==> src/rtl/mult_datapath.sv <==
// Shift-and-add signed multiplier datapath.
// Works on operand magnitudes and applies the result sign at the output.
// The external control unit sequences it with load / enable / Psel and
// watches b0 and z_flag to decide whether each step should add.
module mult_datapath #(
    parameter int WIDTH = 8,
    parameter int CNT_W = 4
) (
    input  logic                 clk,
    input  logic                 reset,
    input  logic                 load,
    input  logic                 enable,
    input  logic                 Psel,
    input  logic [WIDTH-1:0]     a_in,
    input  logic [WIDTH-1:0]     b_in,
    output logic                 b0,
    output logic                 z_flag,
    output logic [2*WIDTH-1:0]   product,
    output logic                 sign,
    output logic                 busy,
    output logic [CNT_W-1:0]     step_count,
    output logic                 psel_err
);

    typedef enum logic [1:0] {
        S_IDLE = 2'd0,
        S_RUN  = 2'd1,
        S_DONE = 2'd2
    } state_t;

    state_t               state;
    state_t               state_next;
    logic [2*WIDTH-1:0]   mc;       // multiplicand magnitude, shifted left each step
    logic [WIDTH-1:0]     mp;       // multiplier magnitude, shifted right each step
    logic [2*WIDTH-1:0]   acc;      // unsigned partial product
    logic                 sign_r;   // sign of the final product
    logic [CNT_W-1:0]     cnt;

    logic                 mp_zero;
    logic                 step_en;
    logic                 add_en;
    logic                 err_set;

    // Two's complement magnitude; the most negative value maps to 2^(WIDTH-1)
    // because the result is read back as unsigned.
    function automatic logic [WIDTH-1:0] mag(input logic [WIDTH-1:0] x);
        return x[WIDTH-1] ? -x : x;
    endfunction

    // A load always wins over a step in the same cycle.
    assign mp_zero = (mp == '0);
    assign step_en = (state == S_RUN) && enable && !load && !mp_zero;
    assign add_en  = step_en && Psel && mp[0];
    assign err_set = (state == S_RUN) && enable && !load && Psel && !mp[0];

    // State register.
    always_ff @(posedge clk) begin
        // NOTE: clocked state uses non-blocking assignments so every register
        // samples the pre-edge values regardless of statement order.
        if (reset) begin
            state <= S_IDLE;
        end else begin
            state <= state_next;
        end
    end

    // Next-state logic: RUN falls through to DONE once the multiplier is used up.
    always_comb begin
        // NOTE: default assignment first so no path leaves state_next unassigned
        // and no latch is inferred.
        state_next = state;
        case (state)
            S_IDLE: if (load) state_next = S_RUN;
            S_RUN: begin
                if (load) begin
                    state_next = S_RUN;
                end else if (mp_zero) begin
                    state_next = S_DONE;
                end
            end
            S_DONE: if (load) state_next = S_RUN;
            default: state_next = S_IDLE;
        endcase
    end

    // Operand capture and shift/add step.
    always_ff @(posedge clk) begin
        if (reset) begin
            mc     <= '0;
            mp     <= '0;
            acc    <= '0;
            sign_r <= 1'b0;
            cnt    <= '0;
        end else if (load) begin
            mc     <= {{WIDTH{1'b0}}, mag(a_in)};
            mp     <= mag(b_in);
            acc    <= '0;
            sign_r <= a_in[WIDTH-1] ^ b_in[WIDTH-1];
            cnt    <= '0;
        end else if (step_en) begin
            if (add_en) begin
                acc <= acc + mc;
            end
            mc  <= mc << 1;
            mp  <= mp >> 1;
            cnt <= (cnt < CNT_W'(WIDTH)) ? cnt + CNT_W'(1) : cnt;
        end
    end

    // Sticky protocol error: Psel asked for an add while the multiplier LSB was 0.
    always_ff @(posedge clk) begin
        if (reset) begin
            psel_err <= 1'b0;
        end else if (err_set) begin
            psel_err <= 1'b1;
        end
    end

    assign busy       = (state == S_RUN);
    assign b0         = (state != S_IDLE) && mp[0];
    assign z_flag     = (state != S_IDLE) && mp_zero;
    assign step_count = cnt;
    assign product    = sign_r ? -acc : acc;
    // A zero result is always reported as positive.
    assign sign       = sign_r && (acc != '0);

endmodule

==> config.mk <==
export PLATFORM = sky130hd
export DESIGN_NAME = mult_datapath
export DESIGN_NICKNAME = d
export VERILOG_FILES = /design/src/rtl/mult_datapath.sv
export SDC_FILE = /design/constraint.sdc
export NUM_CORES = 1
export LEC_CHECK = 0
export CAP_MARGIN = 20
export CORE_ASPECT_RATIO = 0.8
export CORE_MARGIN = 2
export CORE_UTILIZATION = 59
export CTS_CLUSTER_SIZE = 12
export DETAILED_ROUTE_END_ITERATION = 6
export PLACE_DENSITY_LB_ADDON = 0.15
export SLEW_MARGIN = 10
export SYNTH_ARGS = -nofsm -noshare
export SYNTH_HDL_FRONTEND = slang
export SYNTH_SLANG_ARGS = --single-unit
==> constraint.sdc <==
create_clock -name clk -period 7.9 [get_ports clk]
set_clock_uncertainty 0.2 [all_clocks]
set_input_delay 1.185 -clock clk [delete_from_list [all_inputs] [get_ports clk]]
set_output_delay 1.185 -clock clk [all_outputs]
set_load 0.1 [all_outputs]
==> results of run 1 <==
-- Yosys cell counts (2+ instances only) --
cell type / count
a2111oi_0: 3
a211oi_1: 20
a21boi_0: 3
a21o_1: 2
a21oi_1: 36
a22oi_1: 7
a311oi_1: 2
a31oi_1: 2
and2_1: 7
and3_1: 5
buf_1: 2
clkbuf_1: 17
dfxtp_1: 48
ha_1: 19
inv_1: 11
mux2i_1: 2
nand2_1: 71
nand2b_1: 3
nand3_1: 12
nand3b_1: 2
nand4_1: 2
nor2_1: 28
nor2b_1: 6
nor3_1: 8
nor3b_1: 2
nor4_1: 6
o211ai_1: 7
o21a_1: 2
o21ai_0: 14
o21ai_1: 2
o31a_1: 2
o31ai_1: 5
or3_1: 2
or4_1: 5
xnor2_1: 27
xor2_1: 8
-- worst register-to-register path, cell delays in order, from the launching register on --
cell and delay, ps:
dfxtp_1 370, ha_1 260, fa_1 410, a21oi_1 220
o21ai_0 210, a2111oi_0 470, nor3_1 150, a211o_1 270
-- final cells by class --
type | instances | area share [%]
Multi-Input combinational cell | 336 | 56.5
Sequential cell | 48 | 25.4
Timing Repair Buffer | 47 | 12.3
Tap cell | 65 | 2.15
Clock buffer | 5 | 1.82
Inverter | 11 | 1.09
Clock inverter | 3 | 0.630
-- per-stage QoR --
step / total power (W) / hold WS [ps]
after CTS: 0.000483 / 281
after detailed placement: 0.000336 / 268
after floorplan: 0.000312 / 249
final: 0.000482 / 278
after global placement: 0.000335 / 249
after global routing: 0.000503 / 313
-- worst min-delay path by stage --
stage | start | to | slack, ps | cells past startpoint
after floorplan | mc[9] | mc[10] | 250 | 2
after global placement | psel_err | psel_err | 250 | 2
after detailed placement | mc[9] | mc[10] | 270 | 2
after CTS | mc[9] | mc[10] | 280 | 2
after global routing | mc[14] | mc[15] | 310 | 2
final | mc[9] | mc[10] | 280 | 2
-- power by group through the flow --
stage	sequential, W	combinational, W	clock [W]
5_1_grt	0.000258	0.0000814	0.000164
3_5_place_dp	0.000262	0.0000739	0
3_3_place_gp	0.000262	0.0000729	0
6_report	0.000257	0.0000745	0.000151
2_1_floorplan	0.000260	0.0000523	0
4_1_cts	0.000257	0.0000742	0.000153
-- kinds of logic after synthesis --
family,count (synthesis),synth area share (%)
and+or+nand+nor,164,24.2
AOI/OAI and AO/OA,114,23.3
DFF,48,29.7
xor gates and xnor gates,35,9.47
buffers and inverters,33,4.37
adders and majority gates,20,7.96
muxes,3,0.966
-- flip-flops by register name (all words and copies together) (netlist names) --
register	count
acc	16
mc	16
mp	8
step_count	4
state	2
psel_err	1
sign_r	1
-- routing by layer --
metal / up-vias / GRT usage [%]
li1: 1564 / -
met1: 1408 / 39.6
met2: 109 / 37.6
met3: 8 / 3.66
met4: 0 / 6.77
met5: - / 0
==> impl_metrics.ini, run 1 <==
[setup_path]
path_class = flip-flop to output pin
timing.rr.start = acc[0]
crit_buf_inv = 1
path_max_fanout = 7
path_depth = 7
r2r_slack_ps = 5230
crit_arrival_ps = 3580
required_ps = 6510
critPathCapture = product[14]
cp-startpoint = acc[2]
worst_path_max_delay_cell = clkdlybuf4s50_1
rr_worst_depth = 7
path_delay_family = simple AND/OR/NAND/NOR gates
slowest_delay_ps = 1150
rr_endpoint = acc[8]
cp-end-kind = output pin
cp-start-kind = flip-flop
path_cells = nor4_2 > nand2_1 > or4_1 > or4_4 > o31ai_4 > xnor2_1 > clkdlybuf4s50_1

[floorplan]
die_h_um = 70.3
io_pins = 46
die_w_um = 86.8
rows = 24
initial_core_util_pct = 60.2
core-area_sq_um = 5380
dieArea_sq_um = 6100

[synthesis]
async_reset_ff_share_pct = 0
synth_ff_type = dfxtp_1
syn-cell-area_sq_um = 3240
synth_fp_nets = 458
ys_warn_count = 0
synth.avg_cell_area_sq_um = 7.76
synth_area_leaders = dfxtp_1 (30%), nand2_1 (8.2%), ha_1 (7.3%)
ys_seq_elements = 48
yosys.cell_types.count = 53
synth_top_area_share_pct = 29.7
synth-edff-count = 0
synth.largest_area_cell = dfxtp_1
seq_area_frac_synth_pct = 29.7
syn_inst = 417

[place]
io_buffers = 45
place_ws_ps = 3280
dpl_cell_area_sq_um = 3680
dp.cells = 507
gp_congestion = 0.950
hpwl_um = 5730

[finish]
fin_cells = 515
diodes = 0
post-route-util_pct = 70.3
area_delta_synth_final_pct = 16.7
multiInputGateArea_sq_um = 2130
nNetsFinal = 490
seq_area_sq_um = 961
final_cell_mix = nand2_1 (71), dfxtp_1 (48), clkdlybuf4s50_1 (45)
final_common_cell = nand2_1
drive_above_1_share_pct = 3.78
fillerInstances = 462
stdcell_area_sq_um = 3780

[cts]
clock-root-buffer = clkbuf_8
cts_buffer_depth = 2
cts_hold_buf = 0
cts_tree = built
clkSinkCount = 48
cts_setup_buffers = 0
numCtsBuffers = 5
cts_max_level = 2
clk_latency_ps = 310
clkTransAtPathRegs_ps = 90
ctsResizeCount = 0

[power]
comb_power_share_pct = 15.4
power.share.clock_pct = 31.2
total_leakage_power_nw = 1.38
switchingPower_w = 0.000140
internal_power_w = 0.000342
swShare_pct = 29.1
powerDensity_nw_per_um2 = 128
pwr-share-seq_pct = 53.3
ir_drop_mv = 0.0693

[route]
drtIter0Drc = 304
met3_wirelength_um = 457
first_pass_iters = 5
ant_nets = 0
wl_per_cell_um = 14.6
met1Wirelength_um = 3780
vias = 3089
met2_length_um = 3200
wirelength_um = 7520
drc = 0
vias_per_cell = 6.00
topRoutingLayerUsed = met4

[global_route]
antenna_found_initial = 0
grtUsageTotal_pct = 25.8
grt_max_degree = 34
first_global_vias = 2714
grt_remaining_overflow = 0
grt_pass1_wl_um = 12700

[timing]
tns_ps = 0
post-route-period-util_pct = 62.8
setup-violations-final = 0
max_freq_mhz = 202
rsz0062_at_grt = false
worstMarginPinSlew_ps = 983
maxSlewViolCount = 0
slew_headroom_pct = 34.2
fin_crit_ps = 4960
setup_ws_ps = 2940
finalHoldViolCount = 0

[job]
maxCapViolations = 0

[hold_path]
hp-class = flip-flop to flip-flop

[run_status]
status = complete, no violations
Note: power is estimated with default switching activity, not from simulation.
==> inputs of run 2 (changes only) <==
CORE_UTILIZATION = 55   (was 59)
clock period = 5.05 ns   (was 7.9 ns; I/O delays follow)
==> run 2 against run 1 <==
Compared with the run above:
- critical path depth is 1 lower
- global-route usage is 0.88 points lower
- worst hold slack lost 2.6 ps
- clock power is 40% higher
- register-to-register slack worse by 2900 ps
- count of clock-buffer cells in the layout grew 1
- flip-flop and latch count unchanged
- combinational power rose by 57%
- sequential share of layout area barely moved
- sequential power grew 57%
- critical path type unchanged
==> impl_metrics.ini, run 2 (synthesis results as in run 1) <==
[run_status]
status = complete, no violations

[route]
ant_nets = 0
vias = 3045
drc = 0
drtIter0Drc = 271
first_pass_iters = 5
wl_per_cell_um = 14.4
wirelength_um = 7600
vias_per_cell = 5.77

[finish]
drive_above_1_share_pct = 4.44
nNetsFinal = 491
reg.largest.list = acc: 16 flops, mc: 16 flops, mp: 8 flops
multiInputGateArea_sq_um = 2130
fillerInstances = 490
area_delta_synth_final_pct = 16.6
stdcell_area_sq_um = 3770
final_common_cell = nand2_1
final_cell_mix = nand2_1 (71), dfxtp_1 (48), clkdlybuf4s50_1 (41)
seq_area_sq_um = 961
diodes = 0

[cts]
clkTransAtPathRegs_ps = 80
cts_max_level = 2
cts_buffer_depth = 2
cts_setup_buffers = 0
cts_hold_buf = 0
numCtsBuffers = 5
clkSinkCount = 48
clock-root-buffer = clkbuf_8
cts_tree = built
ctsResizeCount = 0
clk_latency_ps = 290

[timing]
tns_ps = 0
post-route-period-util_pct = 84.8
finalHoldViolCount = 0
max_freq_mhz = 234
setup-violations-final = 0
slew_headroom_pct = 33.9
maxSlewViolCount = 0
rsz0062_at_grt = false
worstMarginPinSlew_ps = 989
fin_crit_ps = 4280

[setup_path]
path_cells = nor4_2 > nand2_1 > or4_1 > or4_4 > o31a_2 > clkdlybuf4s50_1
cp-end-kind = output pin
path_class = flip-flop to output pin
r2r_slack_ps = 2380
worst_path_max_delay_cell = clkdlybuf4s50_1
path_delay_family = simple AND/OR/NAND/NOR gates
crit_arrival_ps = 3320
crit_buf_inv = 1
path_max_fanout = 7
cp-start-kind = flip-flop
slowest_delay_ps = 960
required_ps = 4090

[global_route]
grtUsageTotal_pct = 24.9
grt_pass1_wl_um = 13400
first_global_vias = 2797
grt_remaining_overflow = 0
grt_max_degree = 34
antenna_found_initial = 0

[power]
ir_drop_mv = 0.112
total_leakage_power_nw = 1.39
powerDensity_nw_per_um2 = 194

[floorplan]
initial_core_util_pct = 58.3
die_w_um = 89.8
core-area_sq_um = 5560
die_h_um = 72.6
rows = 24
io_pins = 46
dieArea_sq_um = 6520

[place]
io_buffers = 45
gp_congestion = 0.903
dpl_cell_area_sq_um = 3700
hpwl_um = 5830

[job]
maxCapViolations = 0

[hold_path]
hp-class = flip-flop to flip-flop
## run 2: layer usage
layer	track usage, %	vias to the layer above	part of all wire, %
li1	-	1565	-
met3	4.44	2	8.5
met4	4.62	0	0.38
met2	37.8	94	41
met5	0	-	0
met1	37.7	1384	50
## run 2: power by group
part | switching [W] | internal, W | leakage, nW | total [W]
Combinational | 0.0000685 | 0.0000481 | 0.961 | 0.000117
Sequential | 0.0000137 | 0.000389 | 0.390 | 0.000403
Clock | 0.000118 | 0.0000944 | 0.0410 | 0.000212
Total | 0.000200 | 0.000531 | 1.39 | 0.000732
## run 2: worst register-to-register path: cells and delay by family, from the launching register on
family / cells / cell delay [ps]
flops: 1 / 370
simple gates: 1 / 150
compound gates: 4 / 1160
fa+ha+maj: 2 / 680
## run 2: path summary, 6_finish.rpt
path,to,startpoint,cells after the start
setup / recovery,sign,acc[2],6
hold / removal,mc[15],mc[14],2
setup reg to reg,acc[8],acc[0],7
hold reg to reg,mc[15],mc[14],2
## run 2: area by class of cell
cell class              instances  area share (%)
clock inverters                 1           0.133
clock buffers                   6            1.92
flip-flops and latches         48            25.5
multi-input cells             336            56.5
inverters                      11            1.09
well taps                      78            2.59
repair buffers                 48            12.3
## run 2: through the flow
stage | instances | setup WS (ps) | util [%] | hold slack [ps] | power, W
2_1_floorplan | 417 | 1310 | - | 249 | 0.000489
3_3_place_gp | 521 | 1110 | 66.6 | 256 | 0.000525
3_5_place_dp | 521 | 1070 | 66.6 | 267 | 0.000528
4_1_cts | 528 | 754 | 68.0 | 281 | 0.000737
5_1_grt | 528 | 660 | 68.0 | 307 | 0.000767
6_report | 528 | 769 | 68.0 | 275 | 0.000732
==> inputs of run 3 (changes only) <==
clock period = 4.2 ns   (was 5.05 ns; I/O delays follow)
==> run 3 against run 2 <==
Compared with the run above:
- critical path depth is 1 higher
- total power is 35% higher
- sequential power is 20% higher
- count of clock-buffer cells in the layout is 1 higher
- first-iteration DRC count is 6.6% lower
- design area is 0.63% higher
- utilization is 0.43 points higher
- clock power is 73% higher
- critical path type unchanged
- largest cell class unchanged
- highest routed layer unchanged
==> impl_metrics.ini, run 3 (synthesis results as in run 1) <==
[timing]
max_freq_mhz = 281
fin_crit_ps = 3560
maxSlewViolCount = 0
slew_headroom_pct = 35.0
holdWs_ps = 279
worstMarginPinSlew_ps = 972
tns_ps = 0
rsz0062_at_grt = false
post-route-period-util_pct = 84.8
setup-violations-final = 0
finalHoldViolCount = 0

[finish]
area_delta_synth_final_pct = 17.4
final_cell_mix = nand2_1 (71), dfxtp_1 (48), a21oi_1 (36)
nNetsFinal = 491
reg.largest.list = acc: 16 flops, mc: 16 flops, mp: 8 flops
final_common_cell = nand2_1
stdcell_area_sq_um = 3800
post-route-util_pct = 68.4
fillerInstances = 479
diodes = 0
drive_above_1_share_pct = 7.10

[job]
maxCapViolations = 0

[setup_path]
cp-start-kind = flip-flop
rr_endpoint = acc[12]
cp-end-kind = output pin
required_ps = 3370
path_cells = nor4_2 > nand2_1 > or4_1 > or4_1 > o21ai_1 > xnor2_1 > buf_4
timing.rr.start = acc[0]
r2r_slack_ps = 1500
crit_top_cell = or4_1
rr_worst_depth = 8
crit_arrival_ps = 2730
path_class = flip-flop to output pin
path_max_fanout = 7
worst_path_max_delay_cell = or4_1
cp-startpoint = acc[2]
critPathCapture = product[15]
slowest_delay_ps = 480

[cts]
clock-root-buffer = clkbuf_8
cts_tree = built
numCtsBuffers = 5
cts_setup_buffers = 0
ctsResizeCount = 0
cts_hold_buf = 0
clkSinkCount = 48
cts_buffer_depth = 2
clk_latency_ps = 300
clkTransAtPathRegs_ps = 90
cts_max_level = 2

[global_route]
first_global_vias = 2883
antenna_found_initial = 0
grt_pass1_wl_um = 13600
grtUsageTotal_pct = 25.3
grt_max_degree = 33
grt_remaining_overflow = 0

[floorplan]
core-area_sq_um = 5560
io_pins = 46
dieArea_sq_um = 6520
die_w_um = 89.8
rows = 24
initial_core_util_pct = 58.3
die_h_um = 72.6

[place]
io_buffers = 45
dpl_cell_area_sq_um = 3670
hpwl_um = 6030
gp_congestion = 0.877

[power]
ir_drop_mv = 0.190
total_leakage_power_nw = 1.44
powerDensity_nw_per_um2 = 261

[route]
ant_nets = 0
wl_per_cell_um = 15.0
drtIter0Drc = 253
vias = 3148
drc = 0
vias_per_cell = 5.95
first_pass_iters = 5
wirelength_um = 7940

[hold_path]
hp-class = flip-flop to flip-flop
hold_depth = 2

[run_status]
status = complete, no violations
==> run 3: area by class of cell <==
| class | count | area, sq um | share of cell area (%) |
|---|---|---|---|
| sequential | 48 | 961 | 25.3 |
| timing repair buffer | 48 | 438 | 11.5 |
| clock inverter | 1 | 30.0 | 0.791 |
| clock buffer | 7 | 96.3 | 2.54 |
| tap | 78 | 97.6 | 2.57 |
| inverter | 11 | 41.3 | 1.09 |
| multi-input combinational | 336 | 2130 | 56.2 |
==> run 3: metrics by stage <==
stage	instances	power, W	setup WS, ps
finish	529	0.000991	639
global route	529	0.00103	463
CTS	529	0.000995	636
detailed placement	521	0.000635	983
global placement	521	0.000632	1060
floorplan	417	0.000587	583
==> run 3: worst min-delay path by stage <==
stage,from,to,slack [ps]
after floorplan,mc[9],mc[10],250
after global placement,psel_err,psel_err,260
after detailed placement,mc[9],mc[9],270
after CTS,mc[9],mc[9],280
after global routing,mc[9],mc[9],310
final,mc[9],mc[10],280
==> run 3: worst max-delay path: cells and delay by family, from the launching register on <==
| kind | cells | cell delay, ps |
|---|---|---|
| compound gates | 1 | 200 |
| simple gates | 4 | 1370 |
| buf+inv | 1 | 310 |
| xor+xnor | 1 | 140 |
| flops | 1 | 410 |
==> run 3: power breakdown <==
part / switching (W) / internal, W / total (W)
clock network: 0.000155 / 0.000210 / 0.000366
logic: 0.0000836 / 0.0000576 / 0.000141
registers: 0.0000167 / 0.000468 / 0.000484
total: 0.000256 / 0.000735 / 0.000991
==> run 3: per-layer routing <==
layer  part of all wire, %  track usage [%]  wire [um]  vias up
met5                     0                0          0        -
met4                  0.73             6.67         58        0
met3                   6.6             4.55        525        7
met2                    43             39.2       3400      112
met1                    50             36.8       3950     1462
li1                      -                -          -     1567
